--- src/rtl/vram_sched_pkg.sv ---
// Shared sizes and FSM encoding for the vram line scheduler.
// A frame is NUM_LINES lines of LINE_BYTES bytes each, fetched one line at a time.
package vram_sched_pkg;

  localparam int VRAM_DEPTH = 57600;
  localparam int LINE_BYTES = 1440;
  localparam int NUM_LINES  = VRAM_DEPTH / LINE_BYTES;
  localparam int VRAM_AW    = 24;
  localparam int LB_AW      = 13;
  localparam int LINE_W     = 6;

  typedef enum logic [1:0] {
    IDLE    = 2'd0,
    FETCH   = 2'd1,
    DRAIN   = 2'd2,
    WAIT_TX = 2'd3
  } state_t;

endpackage

--- src/rtl/vram_line_scheduler_if.sv ---
// Bus bundle between the line scheduler and its neighbours.
// The neighbours are the host writer, vram port A, the line buffer write port and the TX packetiser.
interface vram_line_scheduler_if;
  import vram_sched_pkg::*;

  logic               start;
  logic               host_req;
  logic [VRAM_AW-1:0] host_addr;
  logic [7:0]         host_din;
  logic               host_gnt;
  logic [VRAM_AW-1:0] vram_addr;
  logic [7:0]         vram_din;
  logic               vram_we;
  logic [7:0]         vram_dout;
  logic [LB_AW-1:0]   lb_addr;
  logic [7:0]         lb_din;
  logic               lb_we;
  logic               line_ready;
  logic [LINE_W-1:0]  line_num;
  logic               line_done;
  logic               busy;
  logic               frame_done;

  modport master (
    input  start, host_req, host_addr, host_din, vram_dout, line_done,
    output host_gnt, vram_addr, vram_din, vram_we,
           lb_addr, lb_din, lb_we, line_ready, line_num, busy, frame_done
  );

  modport slave (
    output start, host_req, host_addr, host_din, vram_dout, line_done,
    input  host_gnt, vram_addr, vram_din, vram_we,
           lb_addr, lb_din, lb_we, line_ready, line_num, busy, frame_done
  );

endinterface

--- src/rtl/vram_port_arb.sv ---
// Two-requester arbiter for vram port A: host writer versus line fetch reads.
// The host wins outright outside FETCH; inside FETCH it yields every other cycle.
module vram_port_arb
  import vram_sched_pkg::*;
(
  input  logic               clk,
  input  logic               rst,
  input  logic               fetch_active,
  input  logic               host_req,
  input  logic [VRAM_AW-1:0] host_addr,
  input  logic [VRAM_AW-1:0] fetch_addr,
  output logic               host_gnt,
  output logic               fetch_gnt,
  output logic [VRAM_AW-1:0] vram_addr
);

  logic host_won;

  always_ff @(posedge clk) begin
    if (rst) begin
      host_won <= 1'b0;
    end else begin
      host_won <= host_gnt;
    end
  end

  // A host grant in the previous cycle hands the next fetch cycle to the line fetch.
  always_comb begin
    host_gnt  = host_req && !(fetch_active && host_won);
    fetch_gnt = fetch_active && !host_gnt;
    vram_addr = host_gnt ? host_addr : fetch_addr;
  end

endmodule

--- src/rtl/vram_line_scheduler.sv ---
// Frame sequencer: copies vram one line at a time into the line buffer and hands each
// filled buffer to the TX packetiser, sharing vram port A with the host writer.
module vram_line_scheduler
  import vram_sched_pkg::*;
(
  input  logic                  clk,
  input  logic                  rst,
  vram_line_scheduler_if.master bus
);

  state_t             state, state_nxt;
  logic [LINE_W-1:0]  line, line_nxt;
  logic [VRAM_AW-1:0] base, base_nxt;
  logic [LB_AW-1:0]   rd_cnt, rd_cnt_nxt;
  logic [LB_AW-1:0]   wr_cnt, wr_cnt_nxt;
  logic               rd_vld;
  logic               line_ready, line_ready_nxt;
  logic               frame_done, frame_done_nxt;

  logic               fetch_active;
  logic               fetch_gnt;
  logic               host_gnt;
  logic [VRAM_AW-1:0] fetch_addr;
  logic [VRAM_AW-1:0] vram_addr;

  assign fetch_active = (state == FETCH);
  assign fetch_addr   = base + VRAM_AW'(rd_cnt);

  vram_port_arb u_arb (
    .clk          (clk),
    .rst          (rst),
    .fetch_active (fetch_active),
    .host_req     (bus.host_req),
    .host_addr    (bus.host_addr),
    .fetch_addr   (fetch_addr),
    .host_gnt     (host_gnt),
    .fetch_gnt    (fetch_gnt),
    .vram_addr    (vram_addr)
  );

  always_ff @(posedge clk) begin
    if (rst) begin
      state      <= IDLE;
      line       <= '0;
      base       <= '0;
      rd_cnt     <= '0;
      wr_cnt     <= '0;
      rd_vld     <= 1'b0;
      line_ready <= 1'b0;
      frame_done <= 1'b0;
    end else begin
      state      <= state_nxt;
      line       <= line_nxt;
      base       <= base_nxt;
      rd_cnt     <= rd_cnt_nxt;
      wr_cnt     <= wr_cnt_nxt;
      rd_vld     <= fetch_gnt;
      line_ready <= line_ready_nxt;
      frame_done <= frame_done_nxt;
    end
  end

  // Reads only advance rd_cnt when granted, so a host-stolen cycle just repeats the address.
  always_comb begin
    state_nxt      = state;
    line_nxt       = line;
    base_nxt       = base;
    rd_cnt_nxt     = rd_cnt;
    wr_cnt_nxt     = rd_vld ? wr_cnt + 1'b1 : wr_cnt;
    line_ready_nxt = line_ready;
    frame_done_nxt = 1'b0;

    case (state)
      IDLE: begin
        if (bus.start) begin
          state_nxt  = FETCH;
          line_nxt   = '0;
          base_nxt   = '0;
          rd_cnt_nxt = '0;
          wr_cnt_nxt = '0;
        end
      end
      FETCH: begin
        if (fetch_gnt) begin
          rd_cnt_nxt = rd_cnt + 1'b1;
          if (rd_cnt == LB_AW'(LINE_BYTES - 1)) begin
            state_nxt = DRAIN;
          end
        end
      end
      DRAIN: begin
        state_nxt      = WAIT_TX;
        line_ready_nxt = 1'b1;
      end
      WAIT_TX: begin
        if (bus.line_done) begin
          line_ready_nxt = 1'b0;
          if (line == LINE_W'(NUM_LINES - 1)) begin
            state_nxt      = IDLE;
            frame_done_nxt = 1'b1;
          end else begin
            state_nxt  = FETCH;
            line_nxt   = line + 1'b1;
            base_nxt   = base + VRAM_AW'(LINE_BYTES);
            rd_cnt_nxt = '0;
            wr_cnt_nxt = '0;
          end
        end
      end
      default: begin
        state_nxt = IDLE;
      end
    endcase
  end

  // lb_din comes straight off the vram's registered read port, aligned with rd_vld.
  assign bus.host_gnt   = host_gnt;
  assign bus.vram_addr  = vram_addr;
  assign bus.vram_din   = bus.host_din;
  assign bus.vram_we    = host_gnt;
  assign bus.lb_addr    = wr_cnt;
  assign bus.lb_din     = bus.vram_dout;
  assign bus.lb_we      = rd_vld;
  assign bus.line_ready = line_ready;
  assign bus.line_num   = line;
  assign bus.busy       = (state != IDLE);
  assign bus.frame_done = frame_done;

endmodule

--- src/flat_wrapper.sv ---
// flat-port wrapper written by rule: the top's interface ports become plain ports
module vram_line_scheduler_flat import vram_sched_pkg::*;
  (clk, rst, bus_start, bus_host_req, bus_host_addr, bus_host_din, bus_vram_dout, bus_line_done, bus_host_gnt, bus_vram_addr, bus_vram_din, bus_vram_we, bus_lb_addr, bus_lb_din, bus_lb_we, bus_line_ready, bus_line_num, bus_busy, bus_frame_done);
  vram_line_scheduler_if bus_i ();
  input  logic clk;
  input  logic rst;
  input wire logic [$bits(bus_i.start)-1:0] bus_start;
  input wire logic [$bits(bus_i.host_req)-1:0] bus_host_req;
  input wire logic [$bits(bus_i.host_addr)-1:0] bus_host_addr;
  input wire logic [$bits(bus_i.host_din)-1:0] bus_host_din;
  input wire logic [$bits(bus_i.vram_dout)-1:0] bus_vram_dout;
  input wire logic [$bits(bus_i.line_done)-1:0] bus_line_done;
  output wire logic [$bits(bus_i.host_gnt)-1:0] bus_host_gnt;
  output wire logic [$bits(bus_i.vram_addr)-1:0] bus_vram_addr;
  output wire logic [$bits(bus_i.vram_din)-1:0] bus_vram_din;
  output wire logic [$bits(bus_i.vram_we)-1:0] bus_vram_we;
  output wire logic [$bits(bus_i.lb_addr)-1:0] bus_lb_addr;
  output wire logic [$bits(bus_i.lb_din)-1:0] bus_lb_din;
  output wire logic [$bits(bus_i.lb_we)-1:0] bus_lb_we;
  output wire logic [$bits(bus_i.line_ready)-1:0] bus_line_ready;
  output wire logic [$bits(bus_i.line_num)-1:0] bus_line_num;
  output wire logic [$bits(bus_i.busy)-1:0] bus_busy;
  output wire logic [$bits(bus_i.frame_done)-1:0] bus_frame_done;
  assign bus_i.start = bus_start;
  assign bus_i.host_req = bus_host_req;
  assign bus_i.host_addr = bus_host_addr;
  assign bus_i.host_din = bus_host_din;
  assign bus_i.vram_dout = bus_vram_dout;
  assign bus_i.line_done = bus_line_done;
  assign bus_host_gnt = bus_i.host_gnt;
  assign bus_vram_addr = bus_i.vram_addr;
  assign bus_vram_din = bus_i.vram_din;
  assign bus_vram_we = bus_i.vram_we;
  assign bus_lb_addr = bus_i.lb_addr;
  assign bus_lb_din = bus_i.lb_din;
  assign bus_lb_we = bus_i.lb_we;
  assign bus_line_ready = bus_i.line_ready;
  assign bus_line_num = bus_i.line_num;
  assign bus_busy = bus_i.busy;
  assign bus_frame_done = bus_i.frame_done;
  vram_line_scheduler u_core (.clk(clk), .rst(rst), .bus(bus_i));
endmodule
--- config.mk ---
export PLATFORM = sky130hd
export DESIGN_NAME = vram_line_scheduler_flat
export DESIGN_NICKNAME = d
export VERILOG_FILES = /design/src/rtl/vram_sched_pkg.sv /design/src/rtl/vram_line_scheduler_if.sv /design/src/rtl/vram_port_arb.sv /design/src/rtl/vram_line_scheduler.sv /design/src/flat_wrapper.sv
export SDC_FILE = /design/constraint.sdc
export NUM_CORES = 1
export LEC_CHECK = 0
export BUFFER_PORTS_ARGS = -buffer_cell sky130_fd_sc_hd__buf_2
export CORE_MARGIN = 8
export CORE_UTILIZATION = 45
export DETAILED_ROUTE_END_ITERATION = 8
export GPL_ROUTABILITY_DRIVEN = 0
export PLACE_DENSITY = 0.72
export SETUP_SLACK_MARGIN = 0.05
export SLEW_MARGIN = 5
export SYNTH_ARGS = -nofsm -noshare
export SYNTH_HDL_FRONTEND = slang
export SYNTH_SLANG_ARGS = --single-unit
--- constraint.sdc ---
create_clock -name clk -period 2.3 [get_ports clk]
set_clock_uncertainty 0.1 [all_clocks]
set_input_delay 0.23 -clock clk [delete_from_list [all_inputs] [get_ports clk]]
set_output_delay 0.23 -clock clk [all_outputs]
set_load 0.005 [all_outputs]
# ---- Word-level counts from Yosys, hierarchy flattened
# Index checks and enable logic that the tools add are counted.
dict set report classes {
  n_mux 28
  reduce_logical 15
  bitwise_logic 2
  eq_ne 10
  n_addsub 5
}
# operator n
set op_table {}
lappend op_table {{2-to-1 mux 13 bit} 8}
lappend op_table {{2-to-1 mux 24 bit} 4}
lappend op_table {{case mux 24 bit (2 select lines)} 1}
lappend op_table {{case mux 13 bit (3 select lines)} 1}
lappend op_table {{adder 13 x 1 -> 13 bit, second input constant} 2}
lappend op_table {{case mux 13 bit (2 select lines)} 1}
lappend op_table {{adder 24 x 11 -> 24 bit, second input constant} 1}
lappend op_table {{adder 24 x 13 -> 24 bit} 1}
lappend op_table {{2-to-1 mux 6 bit} 3}
lappend op_table {{equality test 13 x 11 -> 1 bit, second input constant} 1}
lappend op_table {{case mux 6 bit (2 select lines)} 1}
lappend op_table {{2-to-1 mux 2 bit} 4}
lappend op_table {{case mux 2 bit (4 select lines)} 1}
lappend op_table {{AND reduction 4 bit} 2}
lappend op_table {{adder 6 x 1 -> 6 bit, second input constant} 1}
lappend op_table {{equality test 6 bit, second input constant} 1}
lappend op_table {{inequality test 2 bit, second input constant} 3}
lappend op_table {{nonzero test 2 bit} 3}
lappend op_table {{AND reduction 5 bit} 1}
lappend op_table {{equality test 2 bit, second input constant} 2}
lappend op_table {{inequality test 2 x 1 -> 1 bit, second input constant} 2}
lappend op_table {{logical AND 1 bit} 3}
lappend op_table {{2-to-1 mux 1 bit} 3}
lappend op_table {{nonzero test 3 bit} 1}
lappend op_table {{7 further kinds} 9}
dict set report totals {
  output_inout_bits 65
  register_bits 62
  elab_cells 69
  input_bits 45
}

# ---- Depth between registers and ports, before layout
dict set report logic_depth {
  word_depth 8
  mapped_depth 9
  mapped_depth_nobuf 8
}

# ---- Modules after synthesis
# A second synthesis with hierarchy kept.
dict set report unflattened {
  hier_cells 459
  area_unflattened_um2 3813.7
}
# module instances cells_per_inst area_each_um2 seq_area_each_um2
set by_module_without_submodules {}
lappend by_module_without_submodules {vram_line_scheduler 1 428 3457.1 1121.1}
lappend by_module_without_submodules {vram_port_arb 1 31 356.6 20.0}

# ---- Worst setup path before layout
# No wires, ideal clock.
dict set report synth_timing {
  path_type {flip-flop to output port}
  startpoint {reg u_core.rd_cnt[8]}
  endpoint {out bus_vram_addr[14]}
  path_buffers 1
  setup_slack_ns 0.184
  required_ns 1.970
  t_arrival_ns 1.786
  stages_incl_launch_ff 9
  path_cell_list {dfxtp_1 > ha_1 > a21o_1 > a21oi_1 > a21oi_1 > buf_2 > o21ai_0 > xor2_1 > o21ai_0}
}
dict set report synth_between {
  elab_chain_cells 2
}
# item line_no
set synth_rtl {}
lappend synth_rtl {{start: declaration} vram_line_scheduler.sv:14} ;# logic [LB_AW-1:0] rd_cnt, rd_cnt_nxt;
lappend synth_rtl {{start signal: assignment} vram_line_scheduler.sv:55} ;# rd_cnt <= rd_cnt_nxt;
lappend synth_rtl {{adder 24 x 13 -> 24 bit} vram_line_scheduler.sv:27} ;# assign fetch_addr = base + VRAM_AW'(rd_cnt);
lappend synth_rtl {{2-to-1 mux 24 bit} vram_port_arb.sv:31} ;# vram_addr = host_gnt ? host_addr : fetch_addr;
lappend synth_rtl {{end: declaration} flat_wrapper.sv:14} ;# output wire logic [$bits(bus_i.vram_addr)-1:0] bus_vram_addr;
# Every way passes these cells.

# ---- Final worst setup path
dict set report layout_timing {
  startpoint {reg u_core.base[6]}
  endpoint {out bus_vram_addr[22]}
}
dict set report layout_between {
  elab_chain_cells 2
}
# item line_no
set layout_rtl {}
lappend layout_rtl {{start: declaration} vram_line_scheduler.sv:13} ;# logic [VRAM_AW-1:0] base, base_nxt;
lappend layout_rtl {{start signal: assignment} vram_line_scheduler.sv:54} ;# base <= base_nxt;
lappend layout_rtl {{adder 24 x 13 -> 24 bit} vram_line_scheduler.sv:27}
lappend layout_rtl {{2-to-1 mux 24 bit} vram_port_arb.sv:31}
# Every way passes these cells.

==> results.sh <==
export IMPL_tritoncts="done"
export IMPL_synth_cell_types=42
export IMPL_synth_nets=478
export IMPL_netlist_top_cells_area="dfxtp_1 (33%), xor2_1 (12%), nor2_1 (6.7%)"
export IMPL_synth_mux_area_fraction_pct=3.21
export IMPL_area_delta_synth_final_pct=33.9
export IMPL_final_max_slew_violation_count=0
export IMPL_vias=3288
export IMPL_antenna_cells=0
export IMPL_status="complete, but fails checks"
export IMPL_synth_seq_area_share_pct=33.3
export IMPL_failed_checks="negative setup slack"
export IMPL_synth_avg_cell_area_um2=8.22
export IMPL_row_count=32
export IMPL_synth_fa_ha_area_share_pct=5.84
export IMPL_die_y_um=103
export IMPL_wl_per_cell_um=14.6
export IMPL_endpoint_kind="primary output"
export IMPL_antenna_found_initial=0
export IMPL_fin_util_pct=60.6
export IMPL_start_util_pct=45.3
export IMPL_place_port_buffers=77
export IMPL_core_um2=7570
export IMPL_cts_buffer_depth=2
export IMPL_max_freq_ghz=0.388
export IMPL_relSlewSlack_pct=48.4
export IMPL_clock_sinks=57
export IMPL_ios=110
export IMPL_critPathKind="register to primary output"
export IMPL_die_w_um=103
export IMPL_cp_max_fo=6
export IMPL_synth_top_cell_area_share_pct=33.3
export IMPL_netlist_area_um2=3430
export IMPL_synth_warnings=0
export IMPL_worstHoldStart="bus_line_done"
export IMPL_vdd_ir_drop_max_v=0.000401
export IMPL_drt_iter0_drc=132
export IMPL_grt_pass1_vias=3358
export IMPL_rr_worst_depth=6
export IMPL_synth_seq_cells=57
export IMPL_setup_viol=14
export IMPL_yosys_area_top_type="dfxtp_1"
export IMPL_synth_top_family_by_area="simple AND/OR/NAND/NOR gates"
export IMPL_layout_nets=583
export IMPL_yosys_area_share_simple_pct=25.7
export IMPL_track_usage_pct=18.3
export IMPL_syn_inst=417
export IMPL_dieArea_um2=10700
export IMPL_r2r_slack_ns=0.15
export IMPL_max_cap_violations=0
export IMPL_htreeDepth=3
export IMPL_synth_flop_cell="dfxtp_1"
export IMPL_root_buffer="clkbuf_8"
export IMPL_p_leak_uw=0.00202
export IMPL_rsz0062_at_grt="yes"
export IMPL_synth_compound_area_share_pct=11.3
export IMPL_firstDrtPassIters=5
export IMPL_hp_class="primary input to register"
export IMPL_grt_overflow_total=0
export IMPL_min_period_ns=2.58
export IMPL_setup_ws_ns=-0.280
export IMPL_worst_slew_pin_slew_ns=0.769
export IMPL_vias_per_cell=5.23
export IMPL_path_clk_slew_ns=0.07
export IMPL_hold_end="u_core.bus.frame_done$_SDFF_PP0_"
export IMPL_cp_required_ns=1.97
export IMPL_holdPathStages=3
export IMPL_synth_edf_count=0
export IMPL_synth_xor_area_share_pct=14.3
export IMPL_insertion_delay_ns=0.34
export IMPL_period_share_pct=112
export IMPL_power_uw=3590
export IMPL_powerDensity_nw_per_um2=783
export IMPL_drive_above_1_share_pct=35.1
export IMPL_start_kind="register"
export IMPL_ant_nets=0
export IMPL_dpl_hpwl_um=6540
export IMPL_routed_wl_um=9180
export IMPL_crit_arrival_ns=2.25
export IMPL_numCtsBuffers=9
export IMPL_synthArstFlopShare_pct=0
export IMPL_drc=0
export IMPL_r2r_end="u_core.state[0]$_SDFFE_PP0P_"
export IMPL_grt_start_max_net_pins=24
export IMPL_place_ws_ns=-0.286
export IMPL_reg2reg_from="u_core.rd_cnt[12]$_SDFFE_PP0P_"
export IMPL_hold_violations=0
export IMPL_grt_pass1_wl_um=15400
## flip-flops by register name, summed over array words and instances (netlist names)
name / flops
u_core.base: 19
u_core.bus.lb_addr: 13
u_core.rd_cnt: 13
u_core.bus.line_num: 6
u_core.state: 2
u_core.bus.frame_done: 1
u_core.bus.lb_we: 1
u_core.bus.line_ready: 1
u_core.u_arb.host_won: 1
## cells in the final DEF (no fill, tap or decap), types with 10 or more instances in the layout
| master | count |
|---|---|
| and3_1 | 11 |
| buf_2 | 77 |
| buf_4 | 42 |
| clkbuf_8 | 10 |
| dfxtp_1 | 50 |
| ha_1 | 12 |
| nand2_1 | 41 |
| nand3_1 | 24 |
| nor2_1 | 59 |
| o21ai_1 | 12 |
| xor2_1 | 47 |
## through the flow
stage                     instance area, um2  cells  setup TNS [ns]  hold slack (ns)
final                                   4590    629           -2.80           0.0632
after global routing                    4590    629           -4.56           0.0661
after CTS                               4510    625           -2.27           0.0424
after detailed placement                4070    604           -3.13            0.360
after global placement                  4070    604           -1.95            0.360
after floorplan                         3430    417               0            0.199
## critical path, stage by stage, from the launching register on
cell and delay, ns:
dfxtp_2 0.34, ha_4 0.27, a21oi_2 0.06, nand4b_1 0.28, a21oi_4 0.29, o2111ai_2 0.15
xnor2_1 0.15, mux2_2 0.25, buf_2 0.13
## synth_stat cells, types with 2 or more instances
library cell,instances
and4_1,3
inv_1,7
nor2_1,61
o31ai_1,4
nand3_1,24
dfxtp_1,57
nor2b_1,2
xnor2_1,9
a21o_1,3
and2_1,2
mux2i_1,2
buf_2,3
ha_1,16
nor3_1,8
nor3b_1,3
nand4_1,8
nand2_1,41
o211ai_1,4
o21a_1,3
mux2_2,8
or3_1,3
a21oi_1,14
or2_2,2
and3_1,11
nand2b_1,3
nand4b_1,2
a22oi_1,3
nor4_2,2
clkbuf_1,12
o21ai_0,23
xor2_1,47
buf_4,17
## report_power, final
part           total, uW  switching [uW]  internal, uW
clock               1150             401           747
combinational       1310             728           579
sequential          1140            72.1          1060
## how the worst max path moves through the flow
stage	start	endpoint	slack (ns)	cells after the start
floorplan	u_core.rd_cnt[8]$_SDFFE_PP0P_	bus_vram_addr[14]	0.18	8
detailed placement	u_core.base[6]$_SDFFE_PP0P_	bus_vram_addr[22]	-0.29	8
global route	u_core.base[6]$_SDFFE_PP0P_	bus_vram_addr[22]	-0.38	8
CTS	u_core.base[6]$_SDFFE_PP0P_	bus_vram_addr[22]	-0.23	8
global placement	u_core.rd_cnt[6]$_SDFFE_PP0P_	bus_vram_addr[22]	-0.24	8
finish	u_core.base[6]$_SDFFE_PP0P_	bus_vram_addr[22]	-0.28	8
## cell type report
class | count | area (um2)
Sequential cell | 57 | 1150
Clock buffer | 11 | 141
Clock inverter | 5 | 103
Fill cell | 620 | 2980
Multi-Input combinational cell | 323 | 2260
Inverter | 7 | 26.3
Tap cell | 102 | 128
Timing Repair Buffer | 124 | 773
## per-layer routing
metal  routed length, um  vias to the layer above  track usage, %  part of all wire [%]
met5                   0                        -               0                     0
met4                 180                        0            8.12                   2.0
met3                 654                       18            5.22                   7.1
met2                4650                      105            31.4                    51
met1                3700                     1529            20.5                    40
li1                    -                     1636               -                     -
## repair_timing
action	4_1_cts	5_1_grt
gates resized for setup	37	19
hold buffers	0	0
pin swaps	7	11
endpoints found under the setup margin	37	54
cloned	2	0
setup buffers	3	4
## kinds of logic (layout without fill, tap and decap cells)
kind of cell / after synthesis / in the layout
and+or+nand+nor: 179 / 180
AOI/OAI and AO/OA: 60 / 61
DFF: 57 / 57
xor gates and xnor gates: 56 / 56
buffers and inverters: 39 / 147
adders and majority gates: 16 / 16
muxes: 10 / 10
No activity file was read; power rests on OpenSTA's default activity.
